$ cat config.mk
export PLATFORM = sky130hd
export DESIGN_NAME = pim_cmd_arbiter
export DESIGN_NICKNAME = d
export VERILOG_FILES = /design/src/rtl/pim_cmd_arbiter.sv
export SDC_FILE = /design/constraint.sdc
export NUM_CORES = 1
export LEC_CHECK = 0
export CORE_MARGIN = 2
export CORE_UTILIZATION = 38
export CTS_CLUSTER_DIAMETER = 30
export DETAILED_ROUTE_END_ITERATION = 10
export GPL_TIMING_DRIVEN = 0
export HOLD_SLACK_MARGIN = 0.02
export PLACE_DENSITY = 0.8
export RECOVER_POWER = 50
export SYNTH_ARGS = -nofsm -noshare
export SYNTH_HDL_FRONTEND = slang
export SYNTH_SLANG_ARGS = --single-unit
$ cat constraint.sdc
create_clock -name clk -period 2 [get_ports clk]
set_input_delay 0.4 -clock clk [delete_from_list [all_inputs] [get_ports clk]]
set_output_delay 0.4 -clock clk [all_outputs]
set_load 0.005 [all_outputs]
$ cat src/rtl/pim_cmd_arbiter.sv
// Two-requester round-robin command arbiter in front of the PIM block.
// Each accepted command is presented on registered pim_* outputs for exactly
// one EXEC cycle; the response is then held for the owner until consumed.
module pim_cmd_arbiter #(
    parameter int ADDR_W = 10,
    parameter int DATA_W = 32,
    parameter int CNT_W  = 16
) (
    input  logic                  clk,
    input  logic                  rst_n,
    input  logic [1:0]            req_valid,
    output logic [1:0]            req_ready,
    input  logic [5:0]            req_opcode,
    input  logic [2*ADDR_W-1:0]   req_addr_a,
    input  logic [2*ADDR_W-1:0]   req_addr_b,
    input  logic [2*ADDR_W-1:0]   req_addr_result,
    input  logic [2*DATA_W-1:0]   req_wdata,
    output logic [1:0]            rsp_valid,
    input  logic [1:0]            rsp_ready,
    output logic [DATA_W-1:0]     rsp_data,
    output logic                  rsp_err,
    output logic [2:0]            pim_opcode,
    output logic [ADDR_W-1:0]     pim_addr_a,
    output logic [ADDR_W-1:0]     pim_addr_b,
    output logic [ADDR_W-1:0]     pim_addr_result,
    output logic [DATA_W-1:0]     pim_write_data,
    input  logic [DATA_W-1:0]     pim_result,
    output logic [CNT_W-1:0]      cmd_count
);

    localparam logic [2:0] OP_NOP     = 3'b101;
    localparam logic [2:0] OP_INVALID = 3'b110;
    localparam logic [2:0] OP_READ    = 3'b111;

    typedef enum logic [1:0] {
        IDLE = 2'd0,
        EXEC = 2'd1,
        RESP = 2'd2
    } state_t;

    state_t state_reg, state_next;

    logic                owner_reg;
    logic                rr_last_reg;
    logic [2:0]          orig_op_reg;
    logic [1:0]          rsp_valid_reg;
    logic [DATA_W-1:0]   rsp_data_reg;
    logic                rsp_err_reg;
    logic [2:0]          pim_opcode_reg;
    logic [ADDR_W-1:0]   pim_addr_a_reg;
    logic [ADDR_W-1:0]   pim_addr_b_reg;
    logic [ADDR_W-1:0]   pim_addr_result_reg;
    logic [DATA_W-1:0]   pim_write_data_reg;
    logic [CNT_W-1:0]    cmd_count_reg;

    // Per-requester views of the packed request buses
    logic [2:0]          op_arr   [2];
    logic [ADDR_W-1:0]   addr_a_arr [2];
    logic [ADDR_W-1:0]   addr_b_arr [2];
    logic [ADDR_W-1:0]   addr_r_arr [2];
    logic [DATA_W-1:0]   wdata_arr  [2];

    genvar gi;
    generate
        for (gi = 0; gi < 2; gi++) begin : g_unpack
            assign op_arr[gi]     = req_opcode[3*gi +: 3];
            assign addr_a_arr[gi] = req_addr_a[ADDR_W*gi +: ADDR_W];
            assign addr_b_arr[gi] = req_addr_b[ADDR_W*gi +: ADDR_W];
            assign addr_r_arr[gi] = req_addr_result[ADDR_W*gi +: ADDR_W];
            assign wdata_arr[gi]  = req_wdata[DATA_W*gi +: DATA_W];
        end
    endgenerate

    // Lone valid requester wins; on contention the one not served last wins
    logic grant;
    logic handshake;
    assign grant     = (req_valid == 2'b11) ? ~rr_last_reg : req_valid[1];
    assign handshake = (state_reg == IDLE) && (|req_valid);

    // State register
    always_ff @(posedge clk or negedge rst_n) begin
        if (!rst_n) begin
            state_reg <= IDLE;
        end else begin
            state_reg <= state_next;
        end
    end

    // Next-state logic: IDLE -> EXEC (one cycle) -> RESP until owner consumes
    always_comb begin
        state_next = state_reg;
        case (state_reg)
            IDLE:    if (|req_valid) state_next = EXEC;
            EXEC:    state_next = RESP;
            RESP:    if (rsp_ready[owner_reg]) state_next = IDLE;
            default: state_next = IDLE;
        endcase
    end

    // Output logic: ready only to the granted requester while idle
    always_comb begin
        req_ready = 2'b00;
        if (handshake) begin
            req_ready[grant] = 1'b1;
        end
    end

    // Datapath: capture command, present to PIM, collect and hold response
    always_ff @(posedge clk or negedge rst_n) begin
        if (!rst_n) begin
            owner_reg           <= 1'b0;
            rr_last_reg         <= 1'b1;
            orig_op_reg         <= OP_NOP;
            rsp_valid_reg       <= 2'b00;
            rsp_data_reg        <= '0;
            rsp_err_reg         <= 1'b0;
            pim_opcode_reg      <= OP_NOP;
            pim_addr_a_reg      <= '0;
            pim_addr_b_reg      <= '0;
            pim_addr_result_reg <= '0;
            pim_write_data_reg  <= '0;
            cmd_count_reg       <= '0;
        end else begin
            case (state_reg)
                IDLE: begin
                    if (handshake) begin
                        // The PIM only ever sees a legal opcode; invalid becomes nop
                        pim_opcode_reg      <= (op_arr[grant] == OP_INVALID) ? OP_NOP : op_arr[grant];
                        pim_addr_a_reg      <= addr_a_arr[grant];
                        pim_addr_b_reg      <= addr_b_arr[grant];
                        pim_addr_result_reg <= addr_r_arr[grant];
                        pim_write_data_reg  <= wdata_arr[grant];
                        orig_op_reg         <= op_arr[grant];
                        owner_reg           <= grant;
                        rr_last_reg         <= grant;
                    end
                end
                EXEC: begin
                    rsp_data_reg   <= (orig_op_reg == OP_READ) ? pim_result : '0;
                    rsp_err_reg    <= (orig_op_reg == OP_INVALID);
                    rsp_valid_reg  <= owner_reg ? 2'b10 : 2'b01;
                    pim_opcode_reg <= OP_NOP;
                    cmd_count_reg  <= cmd_count_reg + CNT_W'(1);
                end
                RESP: begin
                    if (rsp_ready[owner_reg]) begin
                        rsp_valid_reg <= 2'b00;
                    end
                end
                default: begin
                    pim_opcode_reg <= OP_NOP;
                end
            endcase
        end
    end

    assign rsp_valid       = rsp_valid_reg;
    assign rsp_data        = rsp_data_reg;
    assign rsp_err         = rsp_err_reg;
    assign pim_opcode      = pim_opcode_reg;
    assign pim_addr_a      = pim_addr_a_reg;
    assign pim_addr_b      = pim_addr_b_reg;
    assign pim_addr_result = pim_addr_result_reg;
    assign pim_write_data  = pim_write_data_reg;
    assign cmd_count       = cmd_count_reg;

endmodule
# --- After elaboration in Yosys (flattened, before gate mapping) ---
# Cells that the tools add are included.
totals:
  reg_bits: 123
  word_cells: 69
  inputBits: 168
  out_inout_bits: 118
op_classes:
  magnitude_cmp: 4
  bitwise_logic: 3
  addsub: 1
  muxes: 30
  reduce_logical: 9
  eq_ne: 9
ops:
  columns: ["op", "count"]
  rows:
  - ["32-bit 2-to-1 mux", 4]
  - ["10-bit 2-to-1 mux", 9]
  - ["16-bit by 1-bit adder with 16-bit output, second input constant", 1]
  - ["3-bit 2-to-1 mux", 5]
  - ["3-bit == test, second input constant", 3]
  - ["2-bit 2-to-1 mux", 4]
  - ["2-bit AND reduction", 4]
  - ["2-bit one-hot mux with 3 select lines", 1]
  - ["3-bit one-hot mux with 2 select lines", 1]
  - ["2-bit == test, second input constant", 2]
  - ["1-bit by 2-bit less-than comparator with 1-bit output, second input constant", 2]
  - ["1-bit 2-to-1 mux", 4]
  - ["2-bit != test, second input constant", 2]
  - ["2-bit one-hot mux with 2 select lines", 1]
  - ["2-bit by 1-bit == test with 1-bit output, second input constant", 1]
  - ["2-bit >= comparator, second input constant", 1]
  - ["1-bit logical AND", 2]
  - ["2-bit logical NOT", 1]
  - ["2-bit by 1-bit != test with 1-bit output, second input constant", 1]
  - ["1-bit inverter", 2]
  - ["1-bit inverter with 2-bit output", 1]
  - ["2-bit nonzero test", 1]
  - ["2-bit OR reduction", 1]
  - ["1-bit demux with 1-bit select", 1]
  - ["1-bit >= comparator, second input constant", 1]

# --- Longest topological paths before layout ---
# Gate-level depths: netlist of the first run.
depth:
  depth_word: 10
  mapped_depth: 7
  depth_no_buf: 5

# --- Worst setup path after synthesis of the first run ---
# Ideal clock, no wire load.
synth_path:
  path_type: "register to output"
  start: "reg state_reg[0]"
  end: "out req_ready[0]"
  path_buffers: 3
  path_slack_ns: 0.534
  required_time_ns: 1.600
  path_stages_with_launch: 6
  t_arrival_ns: 1.066
  cell_sequence: "dfrtp_1 > buf_4 > nor2_2 > and3_4 > buf_6 > buf_6"
synth_between:
  elab_chain_cells: 3
synth_rtl:
  columns: ["element", "line_no", "text"]
  rows:
  - ["from (decl)", "41", "state_t state_reg, state_next;"]
  - ["from (signal assigned)", "85", "state_reg <= state_next;"]
  - ["2-bit logical NOT", "78", "assign handshake = (state_reg == IDLE) && (|req_valid);"]
  - ["1-bit logical AND", "78", null]
  - ["2-bit 2-to-1 mux", "103", "if (handshake) begin"]
  - ["to (decl)", "12", "output logic [1:0] req_ready,"]
# Every way passes these cells.

# --- Worst setup path after layout of the first run ---
layout_path:
  start: "reg rr_last_reg"
  end: "out req_ready[0]"
layout_between:
  elab_chain_cells: 7
  elab_cells_between_ends: 8
  classes_between: "order compare (2); mux (4); bitwise (1); reduce/logical (1)"
layout_rtl:
  columns: ["element", "line_no", "text"]
  rows:
  - ["from (decl)", "44", "logic rr_last_reg;"]
  - ["from (signal assigned)", "135", "rr_last_reg <= grant;"]
  - ["1-bit inverter (*)", "77", "assign grant = (req_valid == 2'b11) ? ~rr_last_reg : req_valid[1];"]
  - ["1-bit 2-to-1 mux (*)", "77", null]
  - ["1-bit by 2-bit less-than comparator with 1-bit output (implied by the code) or 1-bit >= comparator (tied branches)", "104", "req_ready[grant] = 1'b1;"]
  - ["1-bit logical AND (implied by the code)", "104", null]
  - ["1-bit 2-to-1 mux (implied by the code)", "104", null]
  - ["1-bit demux with 1-bit select (*)", "104", null]
  - ["2-bit 2-to-1 mux (*)", "103", null]
# Mark *: on every way between the ends. The rest lies on a longest branch, timed or not.

==> run_results.csv, run 1 <==
group,metric,value,unit
grt,grt_pass1_wl,25530,um
timing,finalCritPeriodShare,0.9581,
timing,fin_skew,0.007169,ns
synthesis,syn_area,0.005019,sq mm
floorplanning,chipHeight,118.9,um
final_layout,drive_above_1_share,0.09959,
floorplanning,die_x,118.9,um
grt,grt_overflow_total,0,
floorplanning,rows,41,
route,vias,4673,
route,drt_iter0_markers,449,
timing,whs,0.4799,ns
worst_setup_path,crit_path_cell_trace,"buf_4 > nand2b_1 > and3_4 > buf_12 > buf_2",
synthesis,syn_nets,568,
route,routedWlPerCell,18.39,um
synthesis,ys_ff_latch,123,
placed_design,gp_congestion,0.8449,
floorplanning,die_area,0.01414,sq mm
job,cap_viol_max_count,0,
route,drt_wl_total,16470,um
pwr,finalPower,0.01255,W
worst_setup_path,crit_type,"reg -> out",
grt,track_usage,0.2334,
worst_setup_path,cp.arrival,1.52,ns
clock_network,clockBufferDepth,2,
timing,fmax,521.8,MHz
final_layout,nets,879,
route,first_pass_iters,7,
worst_setup_path,crit_required,1.60,ns
worst_setup_path,ff2ff_setup_slack,0.10,ns
final_layout,syn_to_final_growth,74.12,%
timing,layout_setup_ws,0.08373,ns
final_layout,instances_no_fill,896,
pwr,p_per_area,1436,mW/mm^2
floorplanning,initial_core_util,0.3929,
route,vias_per_cell,5.215,
pwr,vdd_ir_drop_max,0.0007422,V
placed_design,portBuffers,285,
worst_setup_path,crit_path_start_kind,"flip-flop",
timing,relSlewSlack,0.5839,
worst_setup_path,worst_setup_path_end_kind,"primary output",
placed_design,placed_cells,857,
timing,hold_viol,0,
floorplanning,ios,286,
grt,grt_max_degree,70,
grt,antenna_found_initial,1,
timing,setup_viol,0,
synthesis,ys_seq_area_frac,0.6146,
synthesis,synthCells,399,
clock_network,root_buffer,"clkbuf_16",
floorplanning,core-area,0.01277,sq mm
route,drc_errors,0,
clock_network,clk_latency,0.41,ns
timing,slew_violations,0,
grt,first_global_vias,4693,
worst_setup_path,cpMaxStageDelayCell,"dfstp_2",
clock_network,cts_inserted_buffers,17,
timing,grt_setup_unrepaired,"no",
clock_network,clock_sinks,123,
synthesis,synth_cell_types,41,
worst_setup_path,path_buf_inv,3,
worst_setup_path,crit_family,"flip-flops",
worst_setup_path,crit_path_max_fanout,2,
synthesis,avgSynthCellArea,12.58,sq um
route,ant_nets,0,
run_status,outcome,"finished, final reports clean",
clock_network,cts_max_level,4,
placed_design,hpwlAfterDp,12300,um
timing,worst_pin_slew,0.6242,ns
placed_design,dp_slack,-0.6690,ns
timing,finalCriticalPeriod,1.916,ns
clock_network,cts_tree,"done",
pwr,power_leakage,4.072,nW
worst_setup_path,crit_path_max_incr_delay,0.53,ns
synthesis,synth-warning-count,0,
clock_network,clk_pin_slew,0.05,ns
worst_hold_path,hp-class,"reg -> reg",
## cells in the mapped netlist (all sizes together)
cell type / count / area [sq um]
nor3: 1 / 5.000
nor4: 1 / 12.51
xnor2: 10 / 87.58
clkbuf: 3 / 11.26
nand2b: 3 / 18.77
inv: 68 / 255.2
dfstp: 5 / 131.4
buf: 27 / 205.2
dfrtp: 118 / 2953
and3: 3 / 23.77
a31oi: 1 / 6.260
o21ai: 3 / 18.77
xor2: 5 / 43.79
a221oi: 1 / 8.760
nand4b: 1 / 8.760
a222oi: 62 / 620.6
a21boi: 1 / 11.26
nor2b: 3 / 21.27
and4: 1 / 8.760
ha: 1 / 12.51
a22o: 33 / 289.0
o21a: 3 / 22.52
o21bai: 1 / 7.510
a21oi: 3 / 15.01
nand4: 4 / 25.02
nand3b: 1 / 7.510
nor2: 9 / 38.79
o22a: 1 / 8.760
nand3: 6 / 30.03
o22ai: 1 / 6.260
mux2i: 3 / 30.03
nand2: 12 / 45.04
a21o: 3 / 22.52
and2: 1 / 6.260
## cells in the final DEF, fill, tap and decap left out, types with 10 or more instances in the layout
cell and n:
clkdlybuf4s50_1 250, dfrtp_1 118, inv_1 68, a222oi_1 62, a22o_1 33, dlygate4sd3_1 31
clkbuf_16 17, buf_4 13, nand2_1 12, buf_6 10, xnor2_1 10
## metrics by stage
stage	TNS [ns]	cell area, sq um	util
6_report	0	8738	0.6841
5_1_grt	0	8738	0.6841
4_1_cts	0	8768	0.6865
3_5_place_dp	-5.637	8115	0.6353
3_3_place_gp	-503.11	8087	0.6331
2_1_floorplan	0	5019	-
## cells by family after synthesis
| kind of cell | after synthesis | synth area share |
|---|---|---|
| compound gates | 113 | 0.2067 |
| xor+xnor | 15 | 0.02618 |
| fa+ha+maj | 1 | 0.002493 |
| buf+inv | 98 | 0.09399 |
| flops | 123 | 0.6146 |
| mux | 3 | 0.005984 |
| simple gates | 46 | 0.05011 |
## timing repair
action | in CTS | in global routing
endpoints found under the hold margin | 49 | 0
pin swaps | 2 | 1
resized for setup | 16 | 1
hold buffers | 1 | 0
setup endpoints to repair | 2 | 2
setup buffers | 6 | 0
## layer usage
| metal | up-vias | track usage | part of all wire |
|---|---|---|---|
| met3 | 30 | 0.05891 | 0.062 |
| met1 | 2286 | 0.2814 | 0.40 |
| met4 | 0 | 0.09673 | 0.026 |
| li1 | 2119 | - | - |
| met5 | - | 0 | 0 |
| met2 | 238 | 0.3980 | 0.52 |
## worst paths after layout
| kind | start | endpoint | cells after the start |
|---|---|---|---|
| setup / recovery | rr_last_reg$_DFFE_PN1P_ | req_ready[0] | 5 |
| hold / removal | cmd_count[15]$_DFFE_PN0P_ | cmd_count[15]$_DFFE_PN0P_ | 1 |
| setup reg to reg | state_reg[0]$_DFFE_PN0P_ | pim_write_data[9]$_DFFE_PN0P_ | 9 |
| hold reg to reg | cmd_count[15]$_DFFE_PN0P_ | cmd_count[15]$_DFFE_PN0P_ | 1 |
| max in group asynchronous | rst_n | owner_reg$_DFFE_PN0P_ | 3 |
| min in group asynchronous | rst_n | pim_write_data[25]$_DFFE_PN0P_ | 2 |
## cell type report
class,count,area [sq um]
fill,901,4035
sequential,123,3084
timing repair buffer,293,2904
multi-input combinational,178,1471
clock buffer,25,495.5
inverter,68,255.2
buffer,29,222.7
tap,172,215.2
clock inverter,7,87.58
antenna,1,2.502
## report_power, final
group | switching [W] | total (W) | internal [W] | leakage, nW
Clock | 0.00103 | 0.00298 | 0.00196 | 0.287
Sequential | 0.000659 | 0.00427 | 0.00361 | 1.57
Combinational | 0.00215 | 0.00530 | 0.00314 | 2.21
Total | 0.00384 | 0.0126 | 0.00871 | 4.07
No activity file was read; power rests on OpenSTA's default activity.
==> inputs of run 2 (changes only) <==
--- a/config.mk
+++ b/config.mk
@@ -11,7 +11,7 @@
 export DETAILED_ROUTE_END_ITERATION = 10
 export GPL_TIMING_DRIVEN = 0
 export HOLD_SLACK_MARGIN = 0.02
-export PLACE_DENSITY = 0.8
+export PLACE_DENSITY = 0.81
 export RECOVER_POWER = 50
 export SYNTH_ARGS = -nofsm -noshare
 export SYNTH_HDL_FRONTEND = slang
==> run 2 against run 1 <==
Against the previous run: sequential cell count is the same; first-iteration DRC count fell by 16%; worst setup slack lost 0.00074 ns; critical endpoint unchanged.
==> run_results.csv, run 2 (same netlist as run 1, synthesis figures left out) <==
group,metric,value,unit
run_status,outcome,"finished, final reports clean",
timing,slew_violations,0,
floorplanning,die_x,118.9,um
timing,fin_skew,0.005040,ns
clock_network,cts_max_level,4,
timing,whs,0.4692,ns
floorplanning,chipHeight,118.9,um
pwr,internal-power,0.008986,W
route,first_pass_iters,7,
final_layout,drive_above_1_share,0.09959,
floorplanning,rows,41,
final_layout,postLayoutCellArea,0.008788,sq mm
route,drt_wl_total,17140,um
pwr,clkPwrFrac,0.254,
route,vias,4743,
placed_design,place_area,0.008115,sq mm
final_layout,final_cell_mix,"249 x clkdlybuf4s50_1, 118 x dfrtp_1, 68 x inv_1",
final_layout,nets,879,
floorplanning,die_area,0.01414,sq mm
clock_network,clockBufferDepth,2,
final_layout,syn_to_final_growth,75.12,%
floorplanning,ios,286,
grt,first_global_vias,4907,
grt,grt_pass1_wl,26530,um
route,drt_iter0_markers,377,
timing,hold_viol,0,
job,cap_viol_max_count,0,
worst_setup_path,worst_setup_path_end_kind,"primary output",
worst_setup_path,cp.arrival,1.52,ns
worst_setup_path,crit_path_start_kind,"flip-flop",
grt,grt_overflow_total,0,
worst_setup_path,cpMaxStageDelayCell,"dfstp_2",
pwr,power_leakage,4.104,nW
final_layout,ff_latch_area,0.003084,sq mm
timing,relSlewSlack,0.4695,
final_layout,fill_cells,891,
pwr,combPwrFrac,0.414,
floorplanning,initial_core_util,0.3929,
grt,antenna_found_initial,0,
final_layout,final_common_cell,"clkdlybuf4s50_1",
timing,finalCriticalPeriod,1.917,ns
pwr,seq_power_share,0.332,
placed_design,hpwlAfterDp,12620,um
route,ant_nets,0,
worst_setup_path,crit_path_max_incr_delay,0.52,ns
pwr,switching_power,0.003905,W
timing,fmax,521.6,MHz
final_layout,multi_input_area,0.001471,sq mm
clock_network,root_buffer,"clkbuf_16",
timing,worst_pin_slew,0.7958,ns
clock_network,clk_latency,0.41,ns
clock_network,cts_tree,"done",
timing,setup_viol,0,
pwr,vdd_ir_drop_max,0.0009279,V
route,vias_per_cell,5.299,
timing,finalCritPeriodShare,0.9585,
worst_setup_path,crit_required,1.60,ns
worst_setup_path,crit_path_cell_trace,"buf_4 > nand2b_1 > and3_4 > buf_12 > buf_2",
floorplanning,core-area,0.01277,sq mm
placed_design,portBuffers,285,
worst_setup_path,crit_path_max_fanout,2,
route,drc_errors,0,
grt,track_usage,0.2431,
route,routedWlPerCell,19.15,um
clock_network,clock_sinks,123,
clock_network,clk_pin_slew,0.05,ns
clock_network,cts_inserted_buffers,17,
placed_design,gp_congestion,0.8538,
grt,grt_max_degree,65,
pwr,p_sw_frac,0.3029,
worst_hold_path,hp-class,"reg -> reg",
final_layout,antennaDiodeCount,0,
timing,grt_setup_unrepaired,"no",
worst_setup_path,crit_type,"reg -> out",
pwr,p_per_area,1467,mW/mm^2
==> run 2: final timing paths <==
check | cells after the start | startpoint | slack, ns | endpoint
worst min-delay path | 1 | cmd_count[15]$_DFFE_PN0P_ | 0.47 | cmd_count[15]$_DFFE_PN0P_
max in group asynchronous | 3 | rst_n | 0.30 | rsp_data[27]$_DFFE_PN0P_
worst max-delay path | 5 | rr_last_reg$_DFFE_PN1P_ | 0.08 | req_ready[0]
worst max register to register | 8 | state_reg[0]$_DFFE_PN0P_ | 0.10 | pim_addr_b[8]$_DFFE_PN0P_
worst min register to register | 1 | cmd_count[15]$_DFFE_PN0P_ | 0.47 | cmd_count[15]$_DFFE_PN0P_
min in group asynchronous | 2 | rst_n | 0.52 | pim_write_data[8]$_DFFE_PN0P_
==> run 2: repair_timing <==
action	4_1_cts	5_1_grt
buffers inserted	6	0
gates cloned	0	0
hold endpoints to repair	59	0
resized for setup	16	2
endpoints found under the setup margin	2	3
hold buffers	1	0
pin swaps	2	2
==> run 2: metrics by stage <==
stage               instances    util  setup WS (ns)  TNS, ns  power [W]
floorplan                 399       -         0.5344        0   0.006493
global placement          856  0.6331         -4.087  -497.32   0.009452
detailed placement        857  0.6353        -0.6816   -4.295   0.009669
CTS                       895  0.6910       0.008881        0    0.01313
global route              895  0.6880        0.01417        0    0.01361
finish                    895  0.6880        0.08299        0    0.01289
==> run 2: cell type report <==
class / instances / share of cell area
inverter: 68 / 0.02904
clock buffer: 25 / 0.05752
buffer: 29 / 0.02435
timing repair buffer: 293 / 0.3309
sequential: 123 / 0.3509
clock inverter: 7 / 0.01538
tap: 172 / 0.02449
multi-input combinational: 178 / 0.1674
==> run 2: power by group through the flow <==
stage / Combinational, W / Sequential (W) / Clock (W)
2_1_floorplan: 0.00219 / 0.00431 / 0
3_3_place_gp: 0.00521 / 0.00424 / 0
3_5_place_dp: 0.00537 / 0.00430 / 0
4_1_cts: 0.00552 / 0.00429 / 0.00333
5_1_grt: 0.00577 / 0.00440 / 0.00344
6_report: 0.00533 / 0.00428 / 0.00328
==> run 2: critical path, delay by kind of cell, from the launching register on <==
kind	cells	cell delay, ns
buffers and inverters	3	0.30
AND/OR/NAND/NOR	2	0.28
flip-flops	1	0.52
==> run 2: layer usage <==
| metal | GRT usage | vias up | share of wire | routed length, um |
|---|---|---|---|---|
| met1 | 0.2695 | 2346 | 0.37 | 6286 |
| met2 | 0.4289 | 246 | 0.53 | 8999 |
| li1 | - | 2116 | - | - |
| met3 | 0.07663 | 35 | 0.078 | 1342 |
| met4 | 0.1034 | 0 | 0.030 | 512 |
| met5 | 0 | - | 0 | 0 |
